**src/rtl/regfile_pkg.sv**
```systemverilog
// Shared constants and helpers for the one-hot-write register bank.
// Holds the default bank geometry and the saturating write-counter limits.
package regfile_pkg;

    localparam int NREG_DEF = 8;
    localparam int DW_DEF   = 32;
    localparam int CNT_W    = 16;
    localparam logic [CNT_W-1:0] CNT_MAX = {CNT_W{1'b1}};

    // Clearing the lowest set bit leaves something only if two or more were set.
    function automatic logic popcount_gt1(input logic [255:0] v);
        return |(v & (v - 256'd1));
    endfunction

endpackage

```
**src/rtl/regfile_onehot_wr_onehot_chk.sv**
```systemverilog
// Classifies a write-enable vector as one-hot or multi-hot.
// Also converts a one-hot vector to its binary register index.
module onehot_chk
    import regfile_pkg::*;
#(
    parameter int NREG = NREG_DEF,
    localparam int AW  = $clog2(NREG)
) (
    input  logic [NREG-1:0] we_oh,
    output logic            is_onehot,
    output logic            is_multi,
    output logic [AW-1:0]   idx
);

    always_comb begin
        is_multi  = popcount_gt1(256'(we_oh));
        is_onehot = (|we_oh) && !is_multi;
    end

    // OR-reduction of set bit positions; only meaningful when is_onehot is high.
    always_comb begin
        idx = '0;
        for (int i = 0; i < NREG; i++) begin
            if (we_oh[i]) idx = idx | AW'(i);
        end
    end

endmodule

```
**src/rtl/regfile_onehot_wr.sv**
```systemverilog
// Register bank fed by a one-hot write-enable vector: one-cycle buffered write-back,
// two bypassing async read ports, hardwired r0, multi-hot error flag, write counter.
module regfile_onehot_wr
    import regfile_pkg::*;
#(
    parameter int NREG = NREG_DEF,
    parameter int DW   = DW_DEF,
    localparam int AW  = $clog2(NREG)
) (
    input  logic             clk,
    input  logic             rst_n,
    input  logic [NREG-1:0]  we_oh,
    input  logic [DW-1:0]    wdata,
    input  logic [AW-1:0]    ra1,
    input  logic [AW-1:0]    ra2,
    output logic [DW-1:0]    rd1,
    output logic [DW-1:0]    rd2,
    output logic             multi_we_err,
    input  logic             err_clr,
    output logic [CNT_W-1:0] wr_cnt
);

    logic [NREG-1:0]  pend_we_q;
    logic [DW-1:0]    pend_data_q;
    logic [DW-1:0]    regs_q [NREG];
    logic             err_q;
    logic [CNT_W-1:0] wr_cnt_q;

    logic             is_onehot;
    logic             is_multi;
    logic [AW-1:0]    wr_idx;

    onehot_chk #(.NREG(NREG)) u_chk (
        .we_oh     (we_oh),
        .is_onehot (is_onehot),
        .is_multi  (is_multi),
        .idx       (wr_idx)
    );

    // Writes aimed at r0 are dropped here so they never reach commit or the counter.
    always_ff @(posedge clk or negedge rst_n) begin
        if (!rst_n) begin
            pend_we_q   <= '0;
            pend_data_q <= '0;
        end else if (is_onehot && (wr_idx != '0)) begin
            pend_we_q   <= we_oh;
            pend_data_q <= wdata;
        end else begin
            pend_we_q   <= '0;
        end
    end

    always_ff @(posedge clk or negedge rst_n) begin
        if (!rst_n) begin
            for (int i = 0; i < NREG; i++) regs_q[i] <= '0;
        end else begin
            for (int i = 1; i < NREG; i++) begin
                if (pend_we_q[i]) regs_q[i] <= pend_data_q;
            end
        end
    end

    // A new multi-hot on the clearing edge keeps the flag set.
    always_ff @(posedge clk or negedge rst_n) begin
        if (!rst_n) begin
            err_q <= 1'b0;
        end else if (is_multi) begin
            err_q <= 1'b1;
        end else if (err_clr) begin
            err_q <= 1'b0;
        end
    end

    always_ff @(posedge clk or negedge rst_n) begin
        if (!rst_n) begin
            wr_cnt_q <= '0;
        end else if ((|pend_we_q) && (wr_cnt_q != CNT_MAX)) begin
            wr_cnt_q <= wr_cnt_q + CNT_W'(1);
        end
    end

    always_comb begin
        rd1 = '0;
        if (ra1 != '0) rd1 = pend_we_q[ra1] ? pend_data_q : regs_q[ra1];
    end

    always_comb begin
        rd2 = '0;
        if (ra2 != '0) rd2 = pend_we_q[ra2] ? pend_data_q : regs_q[ra2];
    end

    assign multi_we_err = err_q;
    assign wr_cnt       = wr_cnt_q;

endmodule
```
**config.mk**
```make
export PLATFORM = sky130hd
export DESIGN_NAME = regfile_onehot_wr
export DESIGN_NICKNAME = d
export VERILOG_FILES = /design/src/rtl/regfile_pkg.sv /design/src/rtl/regfile_onehot_wr_onehot_chk.sv /design/src/rtl/regfile_onehot_wr.sv
export SDC_FILE = /design/constraint.sdc
export NUM_CORES = 1
export LEC_CHECK = 0
export BUFFER_PORTS_ARGS = -buffer_cell sky130_fd_sc_hd__buf_2
export CORE_ASPECT_RATIO = 0.7
export CORE_UTILIZATION = 55
export DETAILED_ROUTE_END_ITERATION = 16
export HOLD_SLACK_MARGIN = 0.12
export PLACE_DENSITY = 0.74
export SLEW_MARGIN = 10
export SYNTH_ARGS = -nofsm -noshare
export SYNTH_HDL_FRONTEND = slang
export SYNTH_HIERARCHICAL = 1
export SYNTH_SLANG_ARGS = --single-unit
```
**constraint.sdc**
```tcl
create_clock -name clk -period 2.05 [get_ports clk]
set_input_delay 0.205 -clock clk [delete_from_list [all_inputs] [get_ports clk]]
set_output_delay 0.205 -clock clk [all_outputs]
set_load 0.005 [all_outputs]
```
Word level (Yosys, flattened, before mapping)
Index checks and enable logic that the tools add are counted.

Bits in latches: 0. Bits in read-only memories: 0. Memories: 0. Logic and storage cells: 56. Output and inout port bits: 81. Register bits: 281. Memory bits (writable): 0.

Bitwise logic cells: 3. $lt $le $gt $ge: 4. Add/subtract/negate cells: 2. Multiply operators: 0. Multiplexer cells: 24. Eq/ne operators: 1. Divide/modulo/power cells: 0. Reductions and logical operators: 11. Shift operators: 0.

Operators by type and width (count): bitwise AND 8 x 256 -> 256 bit (1); 2-to-1 mux 32 bit (8); OR reduction 256 bit (1); binary-select mux 32 bit (select 3 bit) (2); adder 16 x 1 -> 16 bit (second input constant) (1); != test 16 bit (second input constant) (1); OR reduction 8 bit (2); 2-to-1 mux 3 bit (4); nonzero test 3 bit (3); subtractor 8 x 1 -> 9 bit (second input constant) (1); >= comparator 4 bit (second input constant) (2); less-than comparator 3 x 4 -> 1 bit (second input constant) (2); 2-to-1 mux 8 bit (1); NOT 3 -> 4 bit (2); binary-select mux 1 bit (select 3 bit) (2); 2-to-1 mux 1 bit (5); 2-to-1 mux 2 bit (2); logical AND 1 bit (3); nonzero test 2 bit (1); logical NOT 1 bit (1).

Longest topological paths before layout
Depth in word-level cells: 10. Mapped depth: 7. Gate-level depth less buffers: 6.

By module
The synthesis kept the hierarchy.

Modules (own cells, without submodules): regfile_onehot_wr (cells each 1236, area each 15343.5 um^2, instances 1); onehot_chk (cells each 22, area each 151.4 um^2, instances 1).

Worst setup path after synthesis
OpenSTA, ideal clock, no wires.

Path type: input port to flip-flop. From: input we_oh[3]. To: register pend_data_q[10]. Setup slack: 0.032 ns. Arrival time: 1.893 ns. Data required time: 1.925 ns. Cell stages on the path: 7. Library setup time: 0.125 ns. Path through: nor4_2 nand2b_1 a211oi_1 o21a_1 o31a_1 buf_1 mux2_2.

Elaborated cells between the ends (all ways): 13.

RTL lines: start: declaration (line regfile_onehot_wr.sv:12) `input logic [NREG-1:0] we_oh,`; subtractor 8 x 1 -> 9 bit (line regfile_pkg.sv:12) `return |(v & (v - 256'd1));`; bitwise AND 8 x 256 -> 256 bit (line regfile_pkg.sv:12); OR reduction 256 bit (line regfile_pkg.sv:12); logical NOT 1 bit (line regfile_onehot_wr_onehot_chk.sv:17) `is_onehot = (|we_oh) && !is_multi;`; logical AND 1 bit (*) (line regfile_onehot_wr_onehot_chk.sv:17); via is_onehot (line regfile_onehot_wr.sv:29) `logic is_onehot;`; logical AND 1 bit (*) (line regfile_onehot_wr.sv:45) `end else if (is_onehot && (wr_idx != '0)) begin`; end signal: assignment (line regfile_onehot_wr.sv:47) `pend_data_q <= wdata;`; end: declaration (line regfile_onehot_wr.sv:24) `logic [DW-1:0] pend_data_q;`.

The timed path passes the listed nets; every way through them passes the cells marked *. A chain may end at the register's enable or synchronous reset.

Worst setup path after layout
From: register pend_we_q[3]. To: output rd2[2].

Longest elaborated chain between the ends: 4.

Ends and longest elaborated chain: start: declaration (line regfile_onehot_wr.sv:23) `logic [NREG-1:0] pend_we_q;`; start signal: assignment (line regfile_onehot_wr.sv:46) `pend_we_q <= we_oh;`; binary-select mux 1 bit (select 3 bit) (line regfile_onehot_wr.sv:89) `if (ra2 != '0) rd2 = pend_we_q[ra2] ? pend_data_q : regs_q[ra2];`; 2-to-1 mux 1 bit (not written as such) (line regfile_onehot_wr.sv:89); 2-to-1 mux 32 bit (2 in a row) (line regfile_onehot_wr.sv:89); end: declaration (line regfile_onehot_wr.sv:17) `output logic [DW-1:0] rd2,`.

Every way passes these cells. The select of a mux whose other input is x is not followed.

==> impl_metrics.env <==
export IMPL_p_per_area_nw_per_um2=895
export IMPL_die_w_um=203
export IMPL_root_buffer="clkbuf_16"
export IMPL_path_class="reg2out"
export IMPL_rows=50
export IMPL_cts_tree="yes"
export IMPL_cp_max_fo=8
export IMPL_hold_ws_ns=0.143
export IMPL_fin_area_um2=18900
export IMPL_synth_nets=1308
export IMPL_relSlewSlack_pct=45.2
export IMPL_outcome="finished, violations left"
export IMPL_start_util_pct=56.9
export IMPL_io_buffers=129
export IMPL_worstPathRequired_ns=1.85
export IMPL_synth_seq_cells=281
export IMPL_grt_overflow=0
export IMPL_ys_seq_area_share_pct=45.4
export IMPL_die_h_um=142
export IMPL_synth_top_cell_area_share_pct=45.4
export IMPL_place_inst=1701
export IMPL_drc=0
export IMPL_htree_levels=1
export IMPL_max_slew_worst_pin_slew_ns=0.818
export IMPL_first_global_vias=11438
export IMPL_critPathArrivalTime_ns=2.44
export IMPL_p_leak_nw=8.80
export IMPL_clk_path_buf_depth=3
export IMPL_routed_wl_um=42400
export IMPL_cts_sink_count=281
export IMPL_hpwlAfterDp_um=26100
export IMPL_path_cells="buf_6, mux4_2, mux2i_4, buf_12, clkbuf_16, o21ai_2, a21oi_2, buf_2"
export IMPL_final_core_utilization_pct=69.6
export IMPL_syn_area_per_cell_um2=12.3
export IMPL_violations="setup timing"
export IMPL_max_vdd_ir_drop_v=0.000742
export IMPL_r2r_end="wr_cnt[10]"
export IMPL_core_area_um2=27200
export IMPL_critPathCaptureType="output port"
export IMPL_final_layout_size_suffix_gt1_share_pct=49.6
export IMPL_finalHoldViolCount=0
export IMPL_drtIter0Drc=816
export IMPL_critPathMaxStageDelay_ns=0.49
export IMPL_die_area_um2=28900
export IMPL_maxCapViolations=0
export IMPL_synth_enable_flop_cells=0
export IMPL_cp_slowest_cell="mux4_2"
export IMPL_numCtsBuffers=29
export IMPL_final_cell_mix="290 x mux2_2, 281 x dfrtp_1, 124 x buf_2"
export IMPL_fin_worst_skew_ns=0.00879
export IMPL_synth_area_top_cells="dfrtp_1 45%, mux2_2 21%, mux2i_1 6.1%"
export IMPL_syn_to_final_growth_pct=22.2
export IMPL_critPathBufInv=4
export IMPL_ant_nets=0
export IMPL_placedInstanceArea_um2=17000
export IMPL_startpoint_type="register"
export IMPL_fin_crit_sh_pct=129
export IMPL_ioPinCount=130
export IMPL_r2r_start="pend_we_q[4]"
export IMPL_cp_startpoint="pend_we_q[3]"
export IMPL_grt_max_degree=53
export IMPL_wl_per_cell_um=23.4
export IMPL_yosysUniqueCellTypes=47
export IMPL_fin_crit_ns=2.65
export IMPL_synthArstFlopShare_pct=100
export IMPL_setup_ws_ns=-0.598
export IMPL_vias=11474
export IMPL_clk_pin_slew_ns=0.06
export IMPL_final_common_cell="mux2_2"
export IMPL_hp_class="in2async"
export IMPL_clock_latency_ns=0.56
export IMPL_grt_first_pass_wirelength_um=66100
export IMPL_crit_family="multiplexers"
export IMPL_synth_area_um2=15500
export IMPL_viasPerCell=6.34
export IMPL_rsz0062_at_grt="yes"
export IMPL_synth_warnings=70
export IMPL_instances_no_fill=1810
export IMPL_globalplace_congestion=0.820
export IMPL_finalMaxSlewViolations=0
export IMPL_first_pass_iters=5
export IMPL_finalNetCount=1474
export IMPL_max_freq_ghz=0.378
export IMPL_track_usage_pct=29.4
export IMPL_pre_cts_ws_ns=-0.102
export IMPL_antenna_found_initial=0
export IMPL_r2r_cells=6
export IMPL_synth_largest_area_cell="dfrtp_1"
export IMPL_ys_flop_type="dfrtp_1"
export IMPL_finalSetupViolCount=66
export IMPL_synthCells=1258
export IMPL_r2r_slack_ns=-0.08
export IMPL_antenna_cells=0
-- layer usage --
| layer | vias to the layer above | global-route usage (%) | share of wire (%) |
|---|---|---|---|
| li1 | 5056 | - | - |
| met1 | 5985 | 42.4 | 45 |
| met2 | 367 | 46.7 | 47 |
| met3 | 66 | 4.51 | 5.9 |
| met4 | 0 | 7.72 | 2.3 |
| met5 | - | 0 | 0 |
-- synthesized netlist by cell type (32+ instances only) --
library cell	n
a211o_1	32
a21oi_1	67
and3_1	33
clkbuf_1	91
dfrtp_1	281
mux2_2	290
mux2i_1	95
mux4_2	37
nand2_1	35
nor2_1	37
nor3_2	32
-- area by class of cell --
| cell class | count | area [µm²] |
|---|---|---|
| Tap cell | 364 | 455 |
| Sequential cell | 281 | 7030 |
| Clock buffer | 44 | 892 |
| Clock inverter | 9 | 97.6 |
| Multi-Input combinational cell | 832 | 8150 |
| Fill cell | 1896 | 8290 |
| Timing Repair Buffer | 276 | 2290 |
| Inverter | 4 | 15.0 |
-- registers in the layout, summed over array words and instances (netlist names) --
name and count:
regs_q 224, pend_we_q 8, wr_cnt 16, pend_data_q 32, multi_we_err 1
-- report_power, final --
| part | switching [mW] | internal, mW | leakage (nW) |
|---|---|---|---|
| Clock | 2.21 | 3.23 | 0.493 |
| Combinational | 1.39 | 2.13 | 4.54 |
| Sequential | 1.35 | 6.63 | 3.76 |
-- stage by stage --
| step | setup TNS [ns] | power, mW |
|---|---|---|
| 3_3_place_gp | -0.362 | 11.1 |
| 2_1_floorplan | 0 | 9.97 |
| 5_1_grt | -40.91 | 17.7 |
| 4_1_cts | -36.72 | 16.9 |
| 3_5_place_dp | -2.28 | 11.3 |
| 6_report | -35.14 | 16.9 |
-- repair_timing --
| action | CTS | global route |
|---|---|---|
| endpoints found under the setup margin | 64 | 109 |
| gates resized for setup | 35 | 66 |
| setup buffers | 11 | 4 |
| gates cloned | 4 | 2 |
| pin swaps | 2 | 4 |
| hold endpoints to repair | 322 | 0 |
| hold buffers | 43 | 0 |
-- logic make-up (layout without fill, tap and decap cells) --
family / Yosys count / count (layout) / synth area share (%)
and+or+nand+nor: 187 / 187 / 7.19
muxes: 424 / 424 / 32.9
DFF: 281 / 281 / 45.4
xor gates and xnor gates: 14 / 14 / 0.791
AOI/OAI and AO/OA: 205 / 205 / 9.34
adders and majority gates: 2 / 2 / 0.145
buffers and inverters: 145 / 333 / 4.27
-- worst max path at each step --
stage,end,cells past startpoint
6_report,rd2[2],8
5_1_grt,rd2[30],8
4_1_cts,rd2[18],9
3_5_place_dp,rd2[16],7
3_3_place_gp,rd2[16],7
2_1_floorplan,pend_data_q[10],7
Note: power is estimated with default switching activity, not from simulation.
